[config.mk]
export PLATFORM = sky130hd
export DESIGN_NAME = rr_stream_arbiter
export DESIGN_NICKNAME = d
export VERILOG_FILES = /design/src/rtl/rr_stream_arbiter.sv
export SDC_FILE = /design/constraint.sdc
export NUM_CORES = 1
export LEC_CHECK = 0
export BUFFER_PORTS_ARGS = -buffer_cell sky130_fd_sc_hd__buf_2
export CAP_MARGIN = 20
export CORE_ASPECT_RATIO = 0.75
export CORE_MARGIN = 3
export CORE_UTILIZATION = 41
export CTS_CLUSTER_SIZE = 24
export DETAILED_ROUTE_END_ITERATION = 16
export MAX_ROUTING_LAYER = met4
export PLACE_DENSITY = 0.75
export SYNTH_ARGS = -nofsm -noshare
export SYNTH_HDL_FRONTEND = slang
export SYNTH_SLANG_ARGS = --single-unit
[constraint.sdc]
create_clock -name clk -period 2.5 [get_ports clk]
set_input_delay 0.5 -clock clk [delete_from_list [all_inputs] [get_ports clk]]
set_output_delay 0.5 -clock clk [all_outputs]
set_load 0.02 [all_outputs]
[src/rtl/rr_stream_arbiter.sv]
// rr_stream_arbiter
// Packet-aware round-robin arbiter that shares one registered beat stage
// between NUM_REQ requesters. A requester that starts a packet keeps the
// stage until its beat carrying last has been accepted; after that it
// drops to the lowest priority for the next packet.
//
// Handshake (both sides): a beat moves on a rising edge where valid and
// ready are both high. The upstream side sees req_ready[i], which is high
// only for the single granted requester and only when the output register
// can take a beat this cycle; req_ready never looks at req_ready itself and
// may be high while the granted requester is not valid. The downstream side
// sees out_valid/out_data/out_last/out_src straight from flops; once
// out_valid is high those fields stay frozen until out_ready is sampled
// high, and out_ready reaches none of them combinationally.

module rr_stream_arbiter #(
    parameter int NUM_REQ = 4,
    parameter int DATA_W = 8,
    localparam int ID_W = $clog2(NUM_REQ)
) (
    input  logic                      clk,
    input  logic                      rst_n,
    input  logic [NUM_REQ-1:0]        req_valid,
    input  logic [NUM_REQ*DATA_W-1:0] req_data,
    input  logic [NUM_REQ-1:0]        req_last,
    output logic [NUM_REQ-1:0]        req_ready,
    output logic                      out_valid,
    output logic [DATA_W-1:0]         out_data,
    output logic                      out_last,
    output logic [ID_W-1:0]           out_src,
    input  logic                      out_ready,
    output logic                      locked
);

    // Two-state packet FSM; 'locked' is the externally visible copy of it.
    localparam logic [0:0] ST_IDLE   = 1'b0;
    localparam logic [0:0] ST_LOCKED = 1'b1;

    logic [0:0]         state;
    logic [0:0]         state_next;

    // Index of the most recently granted requester. While LOCKED it is the
    // packet owner, so no separate owner register is needed.
    logic [ID_W-1:0]    last_grant;

    logic               load_en;
    logic               grant_any;
    logic [ID_W-1:0]    grant_idx;
    logic [NUM_REQ-1:0] grant;
    logic [DATA_W-1:0]  sel_data;
    logic               sel_last;
    logic               xfer;

    // Index 'offset' places after 'base', wrapping at NUM_REQ.
    function automatic logic [ID_W-1:0] rr_index(input logic [ID_W-1:0] base,
                                                 input int offset);
        int sum;
        sum = int'(base) + offset;
        if (sum >= NUM_REQ) begin
            sum = sum - NUM_REQ;
        end
        return ID_W'(sum);
    endfunction

    // The output register can accept a beat when empty or when it drains now.
    assign load_en = !out_valid || out_ready;

    // Grant selection: the owner while locked, otherwise the first valid
    // requester after last_grant. Walking from the farthest candidate to the
    // nearest lets the nearest valid one overwrite the others.
    always_comb begin
        grant_any = 1'b0;
        grant_idx = last_grant;
        if (state == ST_LOCKED) begin
            grant_any = 1'b1;
            grant_idx = last_grant;
        end else begin
            for (int k = NUM_REQ; k >= 1; k--) begin
                if (req_valid[rr_index(last_grant, k)]) begin
                    grant_any = 1'b1;
                    grant_idx = rr_index(last_grant, k);
                end
            end
        end
    end

    // One-hot grant vector plus the granted requester's data and last flag.
    always_comb begin
        grant    = '0;
        sel_data = '0;
        sel_last = 1'b0;
        for (int i = 0; i < NUM_REQ; i++) begin
            if (grant_idx == ID_W'(i)) begin
                grant[i] = grant_any;
                sel_data = req_data[i*DATA_W +: DATA_W];
                sel_last = req_last[i];
            end
        end
    end

    assign req_ready = load_en ? grant : '0;
    assign xfer      = |(req_valid & req_ready);

    // Packet FSM next state: a non-last beat opens a packet, the owner's
    // last beat closes it, a single-beat packet leaves the FSM in IDLE.
    always_comb begin
        state_next = state;
        case (state)
            ST_IDLE: begin
                if (xfer && !sel_last) begin
                    state_next = ST_LOCKED;
                end
            end
            ST_LOCKED: begin
                if (xfer && sel_last) begin
                    state_next = ST_IDLE;
                end
            end
            default: begin
                state_next = ST_IDLE;
            end
        endcase
    end

    // FSM state register; reset drops any packet in progress.
    always_ff @(posedge clk or negedge rst_n) begin
        if (!rst_n) begin
            state <= ST_IDLE;
        end else begin
            state <= state_next;
        end
    end

    assign locked = (state == ST_LOCKED);

    // Priority pointer follows every accepted beat, so after a packet the
    // sender sits at the bottom of the rotation.
    always_ff @(posedge clk or negedge rst_n) begin
        if (!rst_n) begin
            last_grant <= ID_W'(NUM_REQ - 1);
        end else if (xfer) begin
            last_grant <= grant_idx;
        end
    end

    // Output register: load on transfer, empty when drained with nothing
    // new, hold every field while downstream is stalling.
    always_ff @(posedge clk or negedge rst_n) begin
        if (!rst_n) begin
            out_valid <= 1'b0;
            out_data  <= '0;
            out_last  <= 1'b0;
            out_src   <= '0;
        end else if (load_en) begin
            if (xfer) begin
                out_valid <= 1'b1;
                out_data  <= sel_data;
                out_last  <= sel_last;
                out_src   <= grant_idx;
            end else begin
                out_valid <= 1'b0;
            end
        end
    end

endmodule

# Yosys cells after proc, flatten, opt, wreduce, memory -nomap -nowiden
# Index checks and enable logic that the tools add are counted.
# totals
wordCells,78
ff_bits,15
input_bits,43
# op_classes
mux,43
eq_ne,3
order_cmp,8
add_sub_neg,8
bitwise_logic,2
reduce_logical,8
# op_table
cell,n
two-way mux 8 bit,4
two-way mux 2 bit,13
two-way mux 1 bit,20
< comparator 2 x 3 -> 1 bit (second input constant),4
>= comparator 3 bit (second input constant),3
binary-select mux 1 bit (select 2 bit),4
subtractor 2 x 1 -> 2 bit (second input constant),4
adder 2 x 2 -> 3 bit (second input constant),2
adder 2 x 3 -> 4 bit (second input constant),1
bitwise AND 4 bit,1
equality test 2 bit (second input constant),2
>= comparator 4 x 3 -> 1 bit (second input constant),1
two-way mux 4 bit,1
OR reduction 4 bit,1
adder 2 x 1 -> 3 bit (second input constant),1
equality test 2 x 1 -> 1 bit (second input constant),1
logical AND 1 bit,2
logical NOT 1 bit,2
logical NOT 2 bit,1
one-hot mux 1 bit (2 select lines),1
AND reduction 2 bit,1
logical OR 1 bit,1
inverter 1 bit,1

# Logic depth before layout (Yosys ltp)
# Gate-level depths: netlist (run 1).
# logic_depth
depth_word,20
ltp_mapped,9

# Worst setup path before layout (run 1)
# OpenSTA, ideal clock, no wires.
# synth_path
path_type,flip-flop to flip-flop
start,reg (tool-made name)
end,reg out_data[0]
t_arrival_ps,2535
path_stages_with_launch,10
setup_ps,125
slack_ps,-160
cell_sequence,dfrtp_1 buf_2 or2b_1 o221ai_1 o311ai_1 buf_6 or4_4 a31oi_4 buf_12 mux2_4
# synth_rtl
item,line_no,source
end signal: assignment,157,out_data <= sel_data;
end: declaration,28,"output logic [DATA_W-1:0] out_data,"

==> results of run 1 <==
critical path, cell delays in order, from the launching register on:
cell	delay [ns]
dfrtp_2	0.41
buf_4	0.17
o21ba_2	0.28
a21oi_2	0.09
or3_1	0.43
nor2b_1	0.14
buf_2	0.18
routing by layer:
layer | track usage [%] | vias to the layer above | routed length [um] | part of all wire (%)
li1 | - | 532 | - | -
met3 | 4.94 | 4 | 224 | 7.0
met5 | - | - | 0 | 0
met2 | 31.0 | 37 | 1640 | 51
met4 | 6.06 | 0 | 24 | 0.75
met1 | 21.1 | 555 | 1310 | 41
kinds of logic (layout without fill, tap and decap cells):
family          count (synthesis)  after routing  synth area share, %
mux                            40             40                 38.3
flops                          15             15                 32.3
compound gates                 17             17                 11.1
buf+inv                        12             82                 6.74
simple gates                   23             23                 11.6
layout make-up:
type                    count  area share [%]
multi-input cells          80            45.2
well taps                  36            2.68
repair buffers             73            25.7
flip-flops and latches     15            22.5
inverters                   5            1.12
clock inverters             1           0.298
clock buffers               3            2.46
stage by stage:
step | util, % | TNS [ns] | hold slack (ns)
finish | 63.2 | 0 | 0.142
global route | 63.2 | -0.0837 | 0.159
CTS | 62.1 | 0 | 0.148
detailed placement | 59.6 | -2.04 | 0.425
global placement | 59.6 | -1.05 | 0.415
floorplan | - | -0.794 | 0.204
synthesized netlist by cell type (all sizes together), types with 2 or more instances:
cell	instances	area, um2
nand2	2	7.51
dfstp	2	52.6
or4	2	18.8
or2	3	18.8
buf	6	56.3
dfrtp	13	325
mux2	11	158
a21oi	2	10.0
mux2i	29	290
a31oi	3	33.8
nor2b	3	18.8
nand2b	2	12.5
nor3	3	15.0
inv	5	18.8
o221ai	2	17.5
o21ai	4	20.0
nor2	3	11.3
where the power goes:
part / switching (mW) / leakage [nW] / total, mW / internal [mW]
registers: 0.0803 / 0.171 / 0.467 / 0.387
logic: 0.847 / 0.701 / 1.71 / 0.865
clock network: 0.0879 / 0.0255 / 0.198 / 0.111
total: 1.02 / 0.897 / 2.38 / 1.36
path summary, 6_finish.rpt:
check | from | endpoint | slack, ns
max | flop | req_ready[3] | 0.05
min | rst_n | out_data[0] | 0.14
max reg2reg | last_grant[1] | out_data[6] | 0.05
min reg2reg | out_data[5] | out_data[5] | 0.49
max in group asynchronous | rst_n | last_grant[1] | 2.06
min in group clk | out_data[5] | out_data[5] | 0.49
cell usage in the layout, fill, tap and decap left out, drive strengths merged, types with 4 or more instances in the layout:
| cell | n |
|---|---|
| mux2 | 11 |
| dfrtp | 13 |
| inv | 5 |
| o21ai | 4 |
| mux2i | 29 |
| buf | 73 |
sequential cells by signal (all words and copies together), names as in the netlist, named ones only:
signal and cells:
out_src 2, out_data 8, out_valid 1, out_last 1, last_grant 2
what timing repair did:
item,CTS,global route
hold buffers,0,0
buffers inserted,0,1
resized for setup,4,6
endpoints found under the setup margin,4,3
pin swaps,0,6
==> impl_metrics.env, run 1 <==
export IMPL_outcome="finished clean"
export IMPL_clk_latency_ns=0.25
export IMPL_io_pins=60
export IMPL_wl_per_cell_um=15.0
export IMPL_cap_viol_max_count=0
export IMPL_num_vias=1128
export IMPL_maxSlewHeadroom_pct=73.8
export IMPL_grt_pass1_wl_um=4750
export IMPL_hp_class="primary input to async pin"
export IMPL_clk_pin_slew_ns=0.06
export IMPL_die_height_um=52.3
export IMPL_synthToLayoutAreaGrowth_pct=43.7
export IMPL_synth_cell_area_um2=1170
export IMPL_ir_drop_uv=891
export IMPL_clk_path_buf_depth=2
export IMPL_drc=0
export IMPL_fill_cells=223
export IMPL_die_area_um2=3540
export IMPL_rsz0062_at_grt="yes"
export IMPL_stdcell_count=213
export IMPL_gr_total_overflow=0
export IMPL_worst_setup_path_end_kind="output port"
export IMPL_rows=16
export IMPL_routed_wl_um=3200
export IMPL_ys_warn_count=0
export IMPL_clk_root_buffer_cell="clkbuf_8"
export IMPL_worst_pin_slew_ns=0.391
export IMPL_initial_core_util_pct=43.9
export IMPL_detail_route_first_pass_iterations=4
export IMPL_finalSetupViolations=0
export IMPL_synth_edf_count=0
export IMPL_leakagePower_nw=0.897
export IMPL_antenna_found_initial=0
export IMPL_path_class="flop to output port"
export IMPL_htreeDepth=1
export IMPL_worstSetupStartpointType="flop"
export IMPL_drive_above_1_share_pct=57.1
export IMPL_ys_ff_latch=15
export IMPL_gp_congestion=0.770
export IMPL_grt_total_usage_pct=18.4
export IMPL_seq_area_um2=379
export IMPL_maxSlewViolCount=0
export IMPL_min_period_ns=2.45
export IMPL_ys_flop_type="dfrtp_1"
export IMPL_yosysSeqAreaShare_pct=32.3
export IMPL_dp_cells=208
export IMPL_async_flop_share_pct=100
export IMPL_worstPathArrival_ns=1.95
export IMPL_finalHoldViolCount=0
export IMPL_fin_ws_ns=0.0491
export IMPL_syn_inst=107
export IMPL_fmax_mhz=408
export IMPL_die_w_um=67.7
export IMPL_grt_max_degree=22
export IMPL_fin_total_pwr_mw=2.38
export IMPL_syn_area_per_cell_um2=10.9
export IMPL_cts_tree="done"
export IMPL_finalCritPeriodShare_pct=98.0
export IMPL_required_ns=2.00
export IMPL_routed_via_density=5.30
export IMPL_cts_buffers=3
export IMPL_antenna_cells=0
export IMPL_cp_max_fo=9
export IMPL_ys_types=37
export IMPL_fin_skew_ns=0.00415
export IMPL_multi_input_area_um2=759
export IMPL_drt_first_iter_violations=16
export IMPL_placed_cell_area_um2=1590
export IMPL_reg2regPathDepth=7
export IMPL_nNetsFinal=221
export IMPL_synth_nets=150
export IMPL_coreArea_um2=2660
export IMPL_cts_sinks=15
export IMPL_dp_hpwl_um=2500
export IMPL_portBuffers=59
export IMPL_postRouteAntennaNets=0
export IMPL_post_place_ws_ns=-0.214
export IMPL_power_density_nw_per_um2=1410
export IMPL_design_area_um2=1680
export IMPL_grt_pass1_vias=1070
(Power assumes the default switching activity.)
==> run 2: changes to the inputs <==
Settings changed: PLACE_DENSITY 0.75 to default, PLACE_DENSITY_LB_ADDON from default to 0.1.
==> run 2 against run 1 <==
Compared with the run above:
- clock power fell by 6%
- clock skew rose by 0.0035 ns
- largest power group unchanged
- via count fell by 1.1%
- critical path type is now flop to flop
- worst setup slack got worse by 0.021 ns
- hold slack improved by 0.0053 ns
- critical endpoint is now out_data[4]
- combinational power rose by 9%
==> impl_metrics.env, run 2 (synthesis results as in run 1) <==
export IMPL_cts_tree="done"
export IMPL_critPathTopFamily="simple AND/OR/NAND/NOR gates"
export IMPL_ir_drop_uv=758
export IMPL_dp_hpwl_um=2420
export IMPL_routed_wl_um=3080
export IMPL_fin_skew_ns=0.00767
export IMPL_cts_buffers=3
export IMPL_initial_core_util_pct=43.9
export IMPL_worst_pin_slew_ns=0.330
export IMPL_gp_congestion=0.891
export IMPL_power_density_nw_per_um2=1420
export IMPL_io_pins=60
export IMPL_cp_max_fo=6
export IMPL_hp_class="primary input to async pin"
export IMPL_synthToLayoutAreaGrowth_pct=52.7
export IMPL_gr_total_overflow=0
export IMPL_die_area_um2=3540
export IMPL_cap_viol_max_count=0
export IMPL_final_cell_mix="buf_2 (57), mux2i_1 (29), buf_4 (17), dfrtp_1 (12), mux2_4 (11)"
export IMPL_fmax_mhz=404
export IMPL_stdcell_count=220
export IMPL_clk_root_buffer_cell="clkbuf_8"
export IMPL_drc=0
export IMPL_design_area_um2=1790
export IMPL_seq_area_um2=379
export IMPL_rows=16
export IMPL_clk_latency_ns=0.24
export IMPL_largest_reg_flops=8
export IMPL_grt_pass1_vias=1035
export IMPL_fill_cells=215
export IMPL_ff2ff_setup_slack_ns=0.03
export IMPL_grt_max_degree=19
export IMPL_antenna_cells=0
export IMPL_nNetsFinal=228
export IMPL_htreeDepth=1
export IMPL_leakagePower_nw=0.948
export IMPL_crit_chain="or2b_1, o221ai_2, o311ai_4, or4_4, a31oi_4, clkbuf_16, mux2_4"
export IMPL_critPathSlowestCell="or4_4"
export IMPL_finalHoldViolCount=0
export IMPL_maxSlewViolCount=0
export IMPL_grt_total_usage_pct=18.8
export IMPL_worstSetupStartpointType="flop"
export IMPL_path_class="flop to flop"
export IMPL_cpPeakStageDelay_ns=0.53
export IMPL_routed_via_density=5.07
export IMPL_num_vias=1116
export IMPL_regMostFlops="out_data"
export IMPL_path_buf_inv=1
export IMPL_portBuffers=59
export IMPL_detail_route_first_pass_iterations=4
export IMPL_clk_pin_slew_ns=0.06
export IMPL_rsz0062_at_grt="yes"
export IMPL_clk_path_buf_depth=2
export IMPL_maxSlewHeadroom_pct=77.9
export IMPL_placed_cell_area_um2=1610
export IMPL_reg_top3="out_data x8, last_grant x2, out_src x2"
export IMPL_finalCritPeriodShare_pct=98.9
export IMPL_dp_cells=209
export IMPL_wl_per_cell_um=14.0
export IMPL_outcome="finished clean"
export IMPL_drive_above_1_share_pct=60.3
export IMPL_die_height_um=52.3
export IMPL_cts_sinks=15
export IMPL_min_period_ns=2.47
export IMPL_antenna_found_initial=0
export IMPL_required_ns=2.62
export IMPL_finalSetupViolations=0
export IMPL_worst_setup_path_end_kind="flop"
export IMPL_die_w_um=67.7
export IMPL_coreArea_um2=2660
export IMPL_grt_pass1_wl_um=4840
export IMPL_worstPathArrival_ns=2.59
export IMPL_drt_first_iter_violations=22
export IMPL_multi_input_area_um2=783
export IMPL_postRouteAntennaNets=0
export IMPL_final_common_cell="buf_2"
[run 2: cell count changes in the layout (fill, tap and decap cells not counted), moves of 2 or more]
cell / before / now
buf_4: 10 / 17
buf_2: 59 / 57
mux2_1: 2 / 0
mux2_4: 9 / 11
[run 2: layout make-up]
cell class / count / share of cell area [%]
multi-input cells: 80 / 43.8
clock buffers: 4 / 2.52
flip-flops and latches: 15 / 21.2
well taps: 36 / 2.52
repair buffers: 80 / 28.9
inverters: 5 / 1.05
[run 2: layer usage]
metal	routed length (um)	global-route usage (%)	vias to the layer above
li1	-	-	548
met1	1430	25.2	531
met2	1470	29.1	35
met3	158	4.51	2
met4	18	3.03	0
met5	0	-	-
[run 2: path summary, 6_finish.rpt]
path | from | endpoint | depth (start not counted)
hold reg to reg | out_data[5] | out_data[5] | 1
hold / removal | rst_n | out_data[0] | 1
max in group asynchronous | rst_n | last_grant[1] | 1
setup / recovery | flop | out_data[4] | 7
min in group clk | out_data[5] | out_data[5] | 1
setup reg to reg | flop | out_data[4] | 7
[run 2: stage by stage]
step	setup TNS, ns	hold slack [ns]	utilization (%)	setup slack [ns]	total power [mW]
3_5_place_dp	-1.55	0.422	60.4	-0.172	2.10
5_1_grt	-0.555	0.170	67.1	-0.0712	2.72
6_report	0	0.148	67.1	0.0277	2.53
2_1_floorplan	-0.794	0.204	-	-0.0853	1.70
4_1_cts	0	0.158	62.6	0.0154	2.32
3_3_place_gp	-1.09	0.419	60.4	-0.120	2.06
[run 2: power by group]
group / switching [mW] / internal [mW] / leakage [nW]
combinational: 0.861 / 1.01 / 0.755
sequential: 0.0918 / 0.387 / 0.171
clock: 0.0746 / 0.112 / 0.0228
total: 1.03 / 1.51 / 0.948
[run 2: timing repair]
action                     CTS  global route
hold buffers                 0             0
setup endpoints to repair    4            13
pin swaps                    0             4
resized for setup            3            12
setup buffers                0             6
cloned                       0             1
==> run 3: changes to the inputs <==
Settings changed: CORE_MARGIN 3 to 2, CORE_UTILIZATION 41 to 45, GPL_ROUTABILITY_DRIVEN from default to 0.
Clock period 2.5 ns to 2.56 ns, I/O delays scaled along.
==> run 3 against run 2 <==
Compared with the run above:
- first-iteration DRC count grew to 4.6 times the previous value
- wire length is 0.94% higher
- via count is 0.99% lower
- register-to-register slack better by 0.12 ns
- power is 11% lower
- count of clock-buffer cells in the layout stayed put
- cell area is 6.2% lower
- critical endpoint is now req_ready[0]
==> impl_metrics.env, run 3 (synthesis results as in run 1) <==
export IMPL_outcome="finished clean"
export IMPL_postRouteAntennaNets=0
export IMPL_cap_viol_max_count=0
export IMPL_finalSetupViolations=0
export IMPL_top_layer="met4"
export IMPL_wl_met3_um=225
export IMPL_portBuffers=59
export IMPL_min_period_ns=2.48
export IMPL_final_cell_mix="buf_2 (57), mux2i_1 (29), buf_4 (16), dfrtp_1 (12), mux2_4 (9)"
export IMPL_seqPwrFrac_pct=20.9
export IMPL_r2r_end="out_data[5]"
export IMPL_ff2ff_setup_slack_ns=0.15
export IMPL_grt_max_degree=19
export IMPL_required_ns=2.05
export IMPL_die_area_um2=3030
export IMPL_clkPwrFrac_pct=6.1
export IMPL_power_density_nw_per_um2=1350
export IMPL_worstSetupStartpointType="primary input"
export IMPL_design_area_um2=1680
export IMPL_crit_cells=7
export IMPL_reg2reg_from="last_grant[1]"
export IMPL_antenna_found_initial=0
export IMPL_fin_ws_ns=0.0771
export IMPL_reg_top3="out_data x8, last_grant x2, out_src x2"
export IMPL_drt_first_iter_violations=102
export IMPL_final_common_cell="buf_2"
export IMPL_holdBufCountCts=0
export IMPL_leakagePower_nw=0.898
export IMPL_crit_chain="buf_2, buf_4, or4_1, o21ai_1, buf_4, nor3_1, buf_2"
export IMPL_detail_route_first_pass_iterations=4
export IMPL_regMostFlops="out_data"
export IMPL_switching_power_mw=0.970
export IMPL_post_place_ws_ns=-0.0956
export IMPL_p_comb_share_pct=73.1
export IMPL_multi_input_area_um2=761
export IMPL_path_class="primary input to output port"
export IMPL_die_height_um=48.2
export IMPL_maxSlewHeadroom_pct=78.1
export IMPL_wl_per_cell_um=14.5
export IMPL_swShare_pct=43.0
export IMPL_worst_pin_slew_ns=0.327
export IMPL_startpoint="req_valid[3]"
export IMPL_worstPathArrival_ns=1.97
export IMPL_p_int_mw=1.29
export IMPL_ir_drop_uv=628
export IMPL_hp_class="primary input to async pin"
export IMPL_cp_max_fo=5
export IMPL_cts_tree="done"
export IMPL_io_pins=60
export IMPL_route_met2_wl_um=1450
export IMPL_largest_reg_flops=8
export IMPL_maxSlewViolCount=0
export IMPL_drc=0
export IMPL_initial_core_util_pct=49.1
export IMPL_critPathSlowestCell="or4_1"
export IMPL_fmax_mhz=403
export IMPL_dp_hpwl_um=2390
export IMPL_finalHoldViolCount=0
export IMPL_die_w_um=62.9
export IMPL_wl_met1_um=1410
export IMPL_num_vias=1105
export IMPL_cpPeakStageDelay_ns=0.53
export IMPL_nNetsFinal=224
export IMPL_gr_total_overflow=0
export IMPL_path_buf_inv=4
export IMPL_clk_pin_slew_ns=0.09
export IMPL_placed_cell_area_um2=1590
export IMPL_fin_skew_ns=0.00187
export IMPL_reg2regPathDepth=7
export IMPL_grt_total_usage_pct=20.9
export IMPL_antenna_cells=0
export IMPL_grt_pass1_vias=1030
export IMPL_rows=15
export IMPL_routed_via_density=5.16
export IMPL_critPathTopFamily="buffers and inverters"
export IMPL_drive_above_1_share_pct=57.2
export IMPL_routed_wl_um=3100
export IMPL_synthToLayoutAreaGrowth_pct=43.2
export IMPL_grt_pass1_wl_um=4620
export IMPL_clk_path_buf_depth=2
export IMPL_htreeDepth=1
export IMPL_coreArea_um2=2380
export IMPL_endpoint="req_ready[0]"
export IMPL_clk_latency_ns=0.28
export IMPL_cts_sinks=15
export IMPL_fill_cells=197
export IMPL_seq_area_um2=379
export IMPL_worst_setup_path_end_kind="output port"
export IMPL_cts_buffers=3
export IMPL_clk_root_buffer_cell="clkbuf_4"
export IMPL_finalCritPeriodShare_pct=97.0
## run 3: worst min-delay path by stage
stage	end	from	depth (start not counted)	slack [ns]
global placement	out_src[1]	rst_n	1	0.42
global route	out_data[2]	rst_n	1	0.12
floorplan	async pin	rst_n	0	0.22
detailed placement	out_src[1]	rst_n	1	0.43
CTS	out_src[1]	rst_n	1	0.12
finish	out_src[1]	rst_n	1	0.11
## run 3: cell type report
class	instances	share of cell area, %
clock buffers	4	1.57
inverters	5	1.12
repair buffers	76	26.7
multi-input cells	80	45.4
well taps	34	2.54
flip-flops and latches	15	22.6
## run 3: timing repair
action | CTS | global route
gates cloned | 0 | 0
endpoints found under the setup margin | 2 | 15
buffers inserted | 0 | 3
pin swaps | 0 | 3
gates resized for setup | 2 | 6
## run 3: power groups by stage
stage | Combinational (mW) | Clock, mW | Sequential, mW
2_1_floorplan | 1.09 | 0 | 0.575
3_3_place_gp | 1.53 | 0 | 0.472
3_5_place_dp | 1.57 | 0 | 0.466
4_1_cts | 1.58 | 0.140 | 0.469
5_1_grt | 1.76 | 0.155 | 0.487
6_report | 1.65 | 0.137 | 0.471
## run 3: metrics by stage
stage                     hold WS (ns)  power [mW]  util (%)  instances  setup TNS [ns]
after floorplan                  0.216        1.66         -        107          -0.213
after global placement           0.423        2.00      66.8        207          -0.490
after detailed placement         0.433        2.03      66.8        207          -0.818
after CTS                        0.123        2.19      68.3        211               0
after global routing             0.121        2.40      70.3        214         -0.0435
final                            0.114        2.26      70.3        214               0
## run 3: metal layers
metal | track usage, % | vias up
met4 | 2.67 | 0
li1 | - | 540
met3 | 6.47 | 2
met5 | - | -
met1 | 25.6 | 516
met2 | 36.0 | 47
